`src/rtl/credit_vc_send_port_if.sv`:
```
// Bridge-to-router send port bundle: flit offer, router flit strobe, credit return.
`ifndef FLIT_WIDTH
`define FLIT_WIDTH 32
`endif
`ifndef VC_BITS
`define VC_BITS 1
`endif

interface credit_vc_send_port_if #(
    parameter int FLIT_WIDTH = `FLIT_WIDTH,
    parameter int VC_BITS    = `VC_BITS
);
    logic [FLIT_WIDTH-1:0] put_flit;
    logic [VC_BITS-1:0]    put_flit_vc;
    logic                  put_flit_valid;
    logic                  put_flit_ready;
    logic [FLIT_WIDTH-1:0] send_ports_putFlit_flit_in;
    logic                  EN_send_ports_putFlit;
    logic [VC_BITS:0]      send_ports_getCredits;
    logic                  EN_send_ports_getCredits;
    logic                  credit_overflow;

    modport master (
        output put_flit, put_flit_vc, put_flit_valid, send_ports_getCredits,
        input  put_flit_ready, send_ports_putFlit_flit_in, EN_send_ports_putFlit,
               EN_send_ports_getCredits, credit_overflow
    );

    modport slave (
        input  put_flit, put_flit_vc, put_flit_valid, send_ports_getCredits,
        output put_flit_ready, send_ports_putFlit_flit_in, EN_send_ports_putFlit,
               EN_send_ports_getCredits, credit_overflow
    );
endinterface

```
`src/rtl/credit_vc_send_port.sv`:
```
// Per-VC flit buffers with credit tracking and round-robin send to one router port; flits leave at earliest one cycle after acceptance.
// Backpressure: put_flit_ready drops when the addressed VC buffer is full or the VC id is out of range; a VC without credits simply holds.
`ifndef FLIT_WIDTH
`define FLIT_WIDTH 32
`endif
`ifndef VC_BITS
`define VC_BITS 1
`endif

module credit_vc_send_port #(
    parameter int FLIT_WIDTH = `FLIT_WIDTH,
    parameter int NUM_VCS    = 2,
    parameter int VC_BITS    = `VC_BITS,
    parameter int VC_LSB     = 0,
    parameter int BUF_DEPTH  = 4,
    parameter int CREDITS    = 8
) (
    input logic                  CLK,
    input logic                  RST_N,
    credit_vc_send_port_if.slave bus
);
    localparam int PTR_W = $clog2(BUF_DEPTH);
    localparam int CNT_W = PTR_W + 1;
    localparam int CRD_W = $clog2(CREDITS + 1);
    localparam logic [CRD_W-1:0]   CRD_MAX   = CRD_W'(CREDITS);
    localparam logic [CNT_W-1:0]   CNT_FULL  = CNT_W'(BUF_DEPTH);
    localparam logic [VC_BITS-1:0] LAST_INIT = VC_BITS'(NUM_VCS - 1);

    logic [FLIT_WIDTH-1:0] mem [NUM_VCS][BUF_DEPTH];
    logic [PTR_W-1:0]      wrPtr  [NUM_VCS];
    logic [PTR_W-1:0]      rdPtr  [NUM_VCS];
    logic [CNT_W-1:0]      count  [NUM_VCS];
    logic [CRD_W-1:0]      credit [NUM_VCS];
    logic [VC_BITS-1:0]    last;
    logic                  overflowFlag;

    logic [NUM_VCS-1:0]    pushVec, popVec, retVec, satVec, eligVec;
    logic                  putFull, putAccept, retVld, retBad, grantVld;
    logic [VC_BITS-1:0]    grantVc, retId;
    logic [FLIT_WIDTH-1:0] headFlit, sendFlit;

    assign retVld = bus.send_ports_getCredits[VC_BITS];
    assign retId  = bus.send_ports_getCredits[VC_BITS-1:0];
    assign retBad = retVld && (int'(retId) >= NUM_VCS);

    // An out-of-range VC id finds no buffer and therefore reads as full.
    always_comb begin
        putFull = 1'b1;
        for (int v = 0; v < NUM_VCS; v++) begin
            if (int'(bus.put_flit_vc) == v) putFull = (count[v] == CNT_FULL);
        end
    end

    assign putAccept = RST_N && bus.put_flit_valid && !putFull;

    always_comb begin
        eligVec = '0;
        for (int v = 0; v < NUM_VCS; v++) begin
            eligVec[v] = (count[v] != '0) && (credit[v] != '0);
        end
    end

    // Scan from farthest to nearest so the VC closest after `last` wins.
    always_comb begin
        grantVld = 1'b0;
        grantVc  = '0;
        for (int off = NUM_VCS; off >= 1; off--) begin
            if (eligVec[(int'(last) + off) % NUM_VCS]) begin
                grantVld = RST_N;
                grantVc  = VC_BITS'((int'(last) + off) % NUM_VCS);
            end
        end
    end

    always_comb begin
        pushVec = '0;
        popVec  = '0;
        retVec  = '0;
        satVec  = '0;
        for (int v = 0; v < NUM_VCS; v++) begin
            pushVec[v] = putAccept && (int'(bus.put_flit_vc) == v);
            popVec[v]  = grantVld && (int'(grantVc) == v);
            retVec[v]  = retVld && (int'(retId) == v);
            satVec[v]  = retVec[v] && !popVec[v] && (credit[v] == CRD_MAX);
        end
    end

    always_comb begin
        headFlit = '0;
        for (int v = 0; v < NUM_VCS; v++) begin
            if (popVec[v]) headFlit = mem[v][rdPtr[v]];
        end
        sendFlit = '0;
        if (grantVld) begin
            sendFlit                    = headFlit;
            sendFlit[FLIT_WIDTH-1]      = 1'b1;
            sendFlit[VC_LSB +: VC_BITS] = grantVc;
        end
    end

    assign bus.put_flit_ready             = RST_N && !putFull;
    assign bus.send_ports_putFlit_flit_in = sendFlit;
    assign bus.EN_send_ports_putFlit      = grantVld;
    assign bus.EN_send_ports_getCredits   = RST_N;
    assign bus.credit_overflow            = RST_N && overflowFlag;

    always_ff @(posedge CLK) begin
        if (!RST_N) begin
            for (int v = 0; v < NUM_VCS; v++) begin
                wrPtr[v]  <= '0;
                rdPtr[v]  <= '0;
                count[v]  <= '0;
                credit[v] <= CRD_MAX;
            end
            last         <= LAST_INIT;
            overflowFlag <= 1'b0;
        end else begin
            for (int v = 0; v < NUM_VCS; v++) begin
                if (pushVec[v]) wrPtr[v] <= wrPtr[v] + 1'b1;
                if (popVec[v])  rdPtr[v] <= rdPtr[v] + 1'b1;
                if (pushVec[v] && !popVec[v])      count[v] <= count[v] + 1'b1;
                else if (!pushVec[v] && popVec[v]) count[v] <= count[v] - 1'b1;
                // A send and a return on the same VC cancel out.
                if (popVec[v] && !retVec[v])                     credit[v] <= credit[v] - 1'b1;
                else if (retVec[v] && !popVec[v] && !satVec[v])  credit[v] <= credit[v] + 1'b1;
            end
            if (grantVld) last <= grantVc;
            if (retBad || (|satVec)) overflowFlag <= 1'b1;
        end
    end

    always_ff @(posedge CLK) begin
        for (int v = 0; v < NUM_VCS; v++) begin
            if (pushVec[v]) mem[v][wrPtr[v]] <= bus.put_flit;
        end
    end
endmodule

```
`src/flat_wrapper.sv`:
```
// flat-port wrapper written by rule: the top's interface ports become plain ports
module credit_vc_send_port_flat 
#(
    parameter int FLIT_WIDTH = `FLIT_WIDTH,
    parameter int NUM_VCS    = 2,
    parameter int VC_BITS    = `VC_BITS,
    parameter int VC_LSB     = 0,
    parameter int BUF_DEPTH  = 4,
    parameter int CREDITS    = 8
)
  (CLK, RST_N, bus_put_flit, bus_put_flit_vc, bus_put_flit_valid, bus_send_ports_getCredits, bus_put_flit_ready, bus_send_ports_putFlit_flit_in, bus_EN_send_ports_putFlit, bus_EN_send_ports_getCredits, bus_credit_overflow);
  credit_vc_send_port_if #(.FLIT_WIDTH(FLIT_WIDTH), .VC_BITS(VC_BITS)) bus_i ();
  input logic CLK;
  input logic RST_N;
  input wire logic [$bits(bus_i.put_flit)-1:0] bus_put_flit;
  input wire logic [$bits(bus_i.put_flit_vc)-1:0] bus_put_flit_vc;
  input wire logic [$bits(bus_i.put_flit_valid)-1:0] bus_put_flit_valid;
  input wire logic [$bits(bus_i.send_ports_getCredits)-1:0] bus_send_ports_getCredits;
  output wire logic [$bits(bus_i.put_flit_ready)-1:0] bus_put_flit_ready;
  output wire logic [$bits(bus_i.send_ports_putFlit_flit_in)-1:0] bus_send_ports_putFlit_flit_in;
  output wire logic [$bits(bus_i.EN_send_ports_putFlit)-1:0] bus_EN_send_ports_putFlit;
  output wire logic [$bits(bus_i.EN_send_ports_getCredits)-1:0] bus_EN_send_ports_getCredits;
  output wire logic [$bits(bus_i.credit_overflow)-1:0] bus_credit_overflow;
  assign bus_i.put_flit = bus_put_flit;
  assign bus_i.put_flit_vc = bus_put_flit_vc;
  assign bus_i.put_flit_valid = bus_put_flit_valid;
  assign bus_i.send_ports_getCredits = bus_send_ports_getCredits;
  assign bus_put_flit_ready = bus_i.put_flit_ready;
  assign bus_send_ports_putFlit_flit_in = bus_i.send_ports_putFlit_flit_in;
  assign bus_EN_send_ports_putFlit = bus_i.EN_send_ports_putFlit;
  assign bus_EN_send_ports_getCredits = bus_i.EN_send_ports_getCredits;
  assign bus_credit_overflow = bus_i.credit_overflow;
  credit_vc_send_port #(.FLIT_WIDTH(FLIT_WIDTH), .NUM_VCS(NUM_VCS), .VC_BITS(VC_BITS), .VC_LSB(VC_LSB), .BUF_DEPTH(BUF_DEPTH), .CREDITS(CREDITS)) u_core (.CLK(CLK), .RST_N(RST_N), .bus(bus_i));
endmodule
```
`config.mk`:
```
export PLATFORM = sky130hd
export DESIGN_NAME = credit_vc_send_port_flat
export DESIGN_NICKNAME = d
export VERILOG_FILES = /design/src/rtl/credit_vc_send_port_if.sv /design/src/rtl/credit_vc_send_port.sv /design/src/flat_wrapper.sv
export SDC_FILE = /design/constraint.sdc
export NUM_CORES = 1
export LEC_CHECK = 0
export BUFFER_PORTS_ARGS = -buffer_cell sky130_fd_sc_hd__buf_4
export CAP_MARGIN = 20
export CORE_AREA = 2 2 151 153
export CTS_CLUSTER_DIAMETER = 100
export DETAILED_ROUTE_END_ITERATION = 8
export DIE_AREA = 0 0 153 155
export GPL_TIMING_DRIVEN = 0
export PLACE_DENSITY = 0.78
export SYNTH_ARGS = -nofsm -noshare
export SYNTH_HDL_FRONTEND = slang
export SYNTH_SLANG_ARGS = --single-unit
export TNS_END_PERCENT = 100
```
`constraint.sdc`:
```
create_clock -name CLK -period 5.14 [get_ports CLK]
set_input_delay 1.028 -clock CLK [delete_from_list [all_inputs] [get_ports CLK]]
set_output_delay 1.028 -clock CLK [all_outputs]
set_load 0.01 [all_outputs]
```
==> flow_summary.toml <==
[drt]
drc = 0
avgViaCountPerCell = 5.76
via_count = 5787
wl_per_cell_um = 22.0
drt-initial-drc-count = 435
wl_um = 22100
ant_nets = 0
first_pass_iters = 5

[outcome]
status = "complete, no violations"

[hold_path]
holdCritPathClass = "reg2reg"
whs_path_depth = 1
hp-start = "u_core.overflowFlag"
hold_end = "u_core.overflowFlag"

[cells_and_area]
instances_no_fill = 1004
areaGrowthSynthToFinish_pct = 17.7
drive_gt1_share_pct = 28.9
fin_nets = 757
nFillCells = 1636
antenna_cells = 0
final_common_cell = "edfxtp_1"
final_cell_mix = "edfxtp_1 (262), buf_4 (73), mux4_2 (60)"

[setup_path]
required_ps = 4110
path_cells = "or4_4 > a311oi_4 > and2_2 > buf_2 > clkbuf_1 > nand2_1 > o21ai_0 > buf_4"
ff2ff_path_depth = 13
endpoint_kind = "primary output"
r2r_end = "u_core.credit[0][3]"
r2r-start = "u_core.credit[1][0]"
crit_path_top_delay_cell = "or4_4"
cpPeakStageDelay_ps = 620
criticalPathCategory = "reg2out"
crit_path_max_fanout = 10
critical_path_arrival_ps = 3520
start_kind = "register"
reg2reg_slack_ps = 1440

[yosys]
synth_cell_type_count = 53
synth_area_leader_cell = "edfxtp_1"
synth_top_area_share_pct = 72.8
synthesis.area_mm2 = 0.0108
synth_nets = 654
async_flop_share_pct = 0
synth_cells = 599
ys.flop_type = "edfxtp_1"
ys_seq_area_share_pct = 73.1
avgSynthCellArea_um2 = 18.1
ys_ff_latch = 264
synth_edf_count = 262
synth_area_leaders = "edfxtp_1 (73%), mux4_2 (12%), nor2_1 (1.8%)"
ys_warn_count = 0

[clock_tree]
cts.sink_count = 264
cts_buffer_depth = 3
path_clk_slew_ps = 60
htreeDepth = 1
post_cts_resized = 0
numCtsBuffers = 26
postCtsHoldBufs = 0
post-cts-setup-buffers = 0
root_buffer = "clkbuf_16"
cts_tree = "yes"
clkLatencyLatePin_ps = 530

[sta]
drv_slew = 0
hold_viol = 0
period_minus_slack_ps = 4550
tightest_slew_ps = 987
max-slew-margin-rel_pct = 34.2
skew_ps = 8.66
finalCritPeriodShare_pct = 88.5
fmax_ghz = 0.220
setup_tns_ps = 0
rsz0062_at_grt = "no"
setup_viol = 0

[floorplan]
die_w_um = 153
ios = 74
core_area_mm2 = 0.0222
fp.dieArea_mm2 = 0.0237
initial_utilization_pct = 48.7
die_h_um = 155
rows = 55

[grt]
grt-ovfl-total = 0
grt_use_total_pct = 18.6
grt_max_degree = 31
grt_pass1_vias = 5888
antenna_found_initial = 0
grt_pass1_wl_um = 33600

[placed_design]
place_congestion = 0.792
dp_cells = 959
hpwl_um = 13500
io_buffers = 71

[run]
cap_viol_max_count = 0

[pwr]
finalPower_mw = 6.71
power_density_mw_per_mm2 = 527
p_leak_nw = 4.29
ir_worst_vdd_v = 0.000274
where the power goes:
part | internal, mW | switching [mW] | total [mW]
Clock | 1.23 | 0.777 | 2.01
Combinational | 0.951 | 1.12 | 2.08
Sequential | 2.53 | 0.0956 | 2.63
registers in the layout, summed over array words and instances (netlist names):
register             cells
u_core.mem             240
u_core.credit            8
u_core.count             6
u_core.rdPtr             4
u_core.wrPtr             4
u_core.last              1
u_core.overflowFlag      1
per-layer routing:
layer	global-route usage, %	up-vias	share of wire (%)
met2	31.9	222	51
met4	4.50	0	2.3
met1	24.6	2958	39
met5	0	-	0
li1	-	2563	-
met3	3.90	44	7.4
critical path, delay by kind of cell (launching register included):
| kind | cells | cell delay, ps |
|---|---|---|
| and+or+nand+nor | 3 | 930 |
| buffers and inverters | 3 | 860 |
| AOI/OAI and AO/OA | 2 | 700 |
| DFF | 1 | 480 |
cell type report:
cell class              count  area (um^2)  share of cell area, %
well taps                 285          357                   2.80
flip-flops and latches    264         7910                   62.1
repair buffers             75          613                   4.82
clock buffers              30          666                   5.23
inverters                  20         75.1                  0.590
plain buffers              29          123                  0.964
clock inverters            15          239                   1.88
multi-input cells         286         2740                   21.6
metrics by stage:
step	hold slack (ps)	setup WS, ps	util (%)	cell area [um^2]
floorplan	432	1820	-	10800
detailed placement	451	1140	53.2	11800
CTS	466	546	57.2	12700
global placement	447	148	52.7	11700
finish	463	591	57.2	12700
global route	512	380	57.2	12700
worst max-delay path by stage:
stage	startpoint	endpoint	slack, ps	cells past startpoint
floorplan	u_core.credit[0][0]	bus_send_ports_putFlit_flit_in[10]	1820	7
CTS	u_core.credit[0][0]	bus_send_ports_putFlit_flit_in[12]	550	8
global route	u_core.credit[1][0]	bus_send_ports_putFlit_flit_in[21]	380	9
global placement	RST_N	u_core.mem[0][244]	150	4
detailed placement	u_core.credit[0][0]	bus_send_ports_putFlit_flit_in[12]	1140	8
finish	u_core.credit[0][0]	bus_send_ports_putFlit_flit_in[17]	590	8
cell families after synthesis:
group,Yosys count,share of synthesized area (%)
mux,60,12.5
simple gates,139,6.09
xor+xnor,8,0.648
fa+ha+maj,17,2.11
flops,264,73.1
buf+inv,49,1.83
compound gates,62,3.71
cell usage after synthesis, types with 2 or more instances:
library cell / instances
a21o_2: 3
a21oi_1: 6
and2_1: 5
and2_2: 2
buf_2: 5
buf_4: 2
clkbuf_1: 22
dfxtp_1: 2
edfxtp_1: 262
fa_1: 2
ha_1: 15
inv_1: 20
mux4_2: 60
nand2_1: 45
nand2b_1: 4
nand3_1: 5
nand3b_1: 2
nand4_1: 4
nor2_1: 53
nor3_1: 4
o211ai_1: 2
o21ai_0: 34
o21ai_1: 2
o22ai_1: 2
or2_2: 2
xnor2_1: 6
xor2_1: 2
Note: power is estimated with default switching activity, not from simulation.
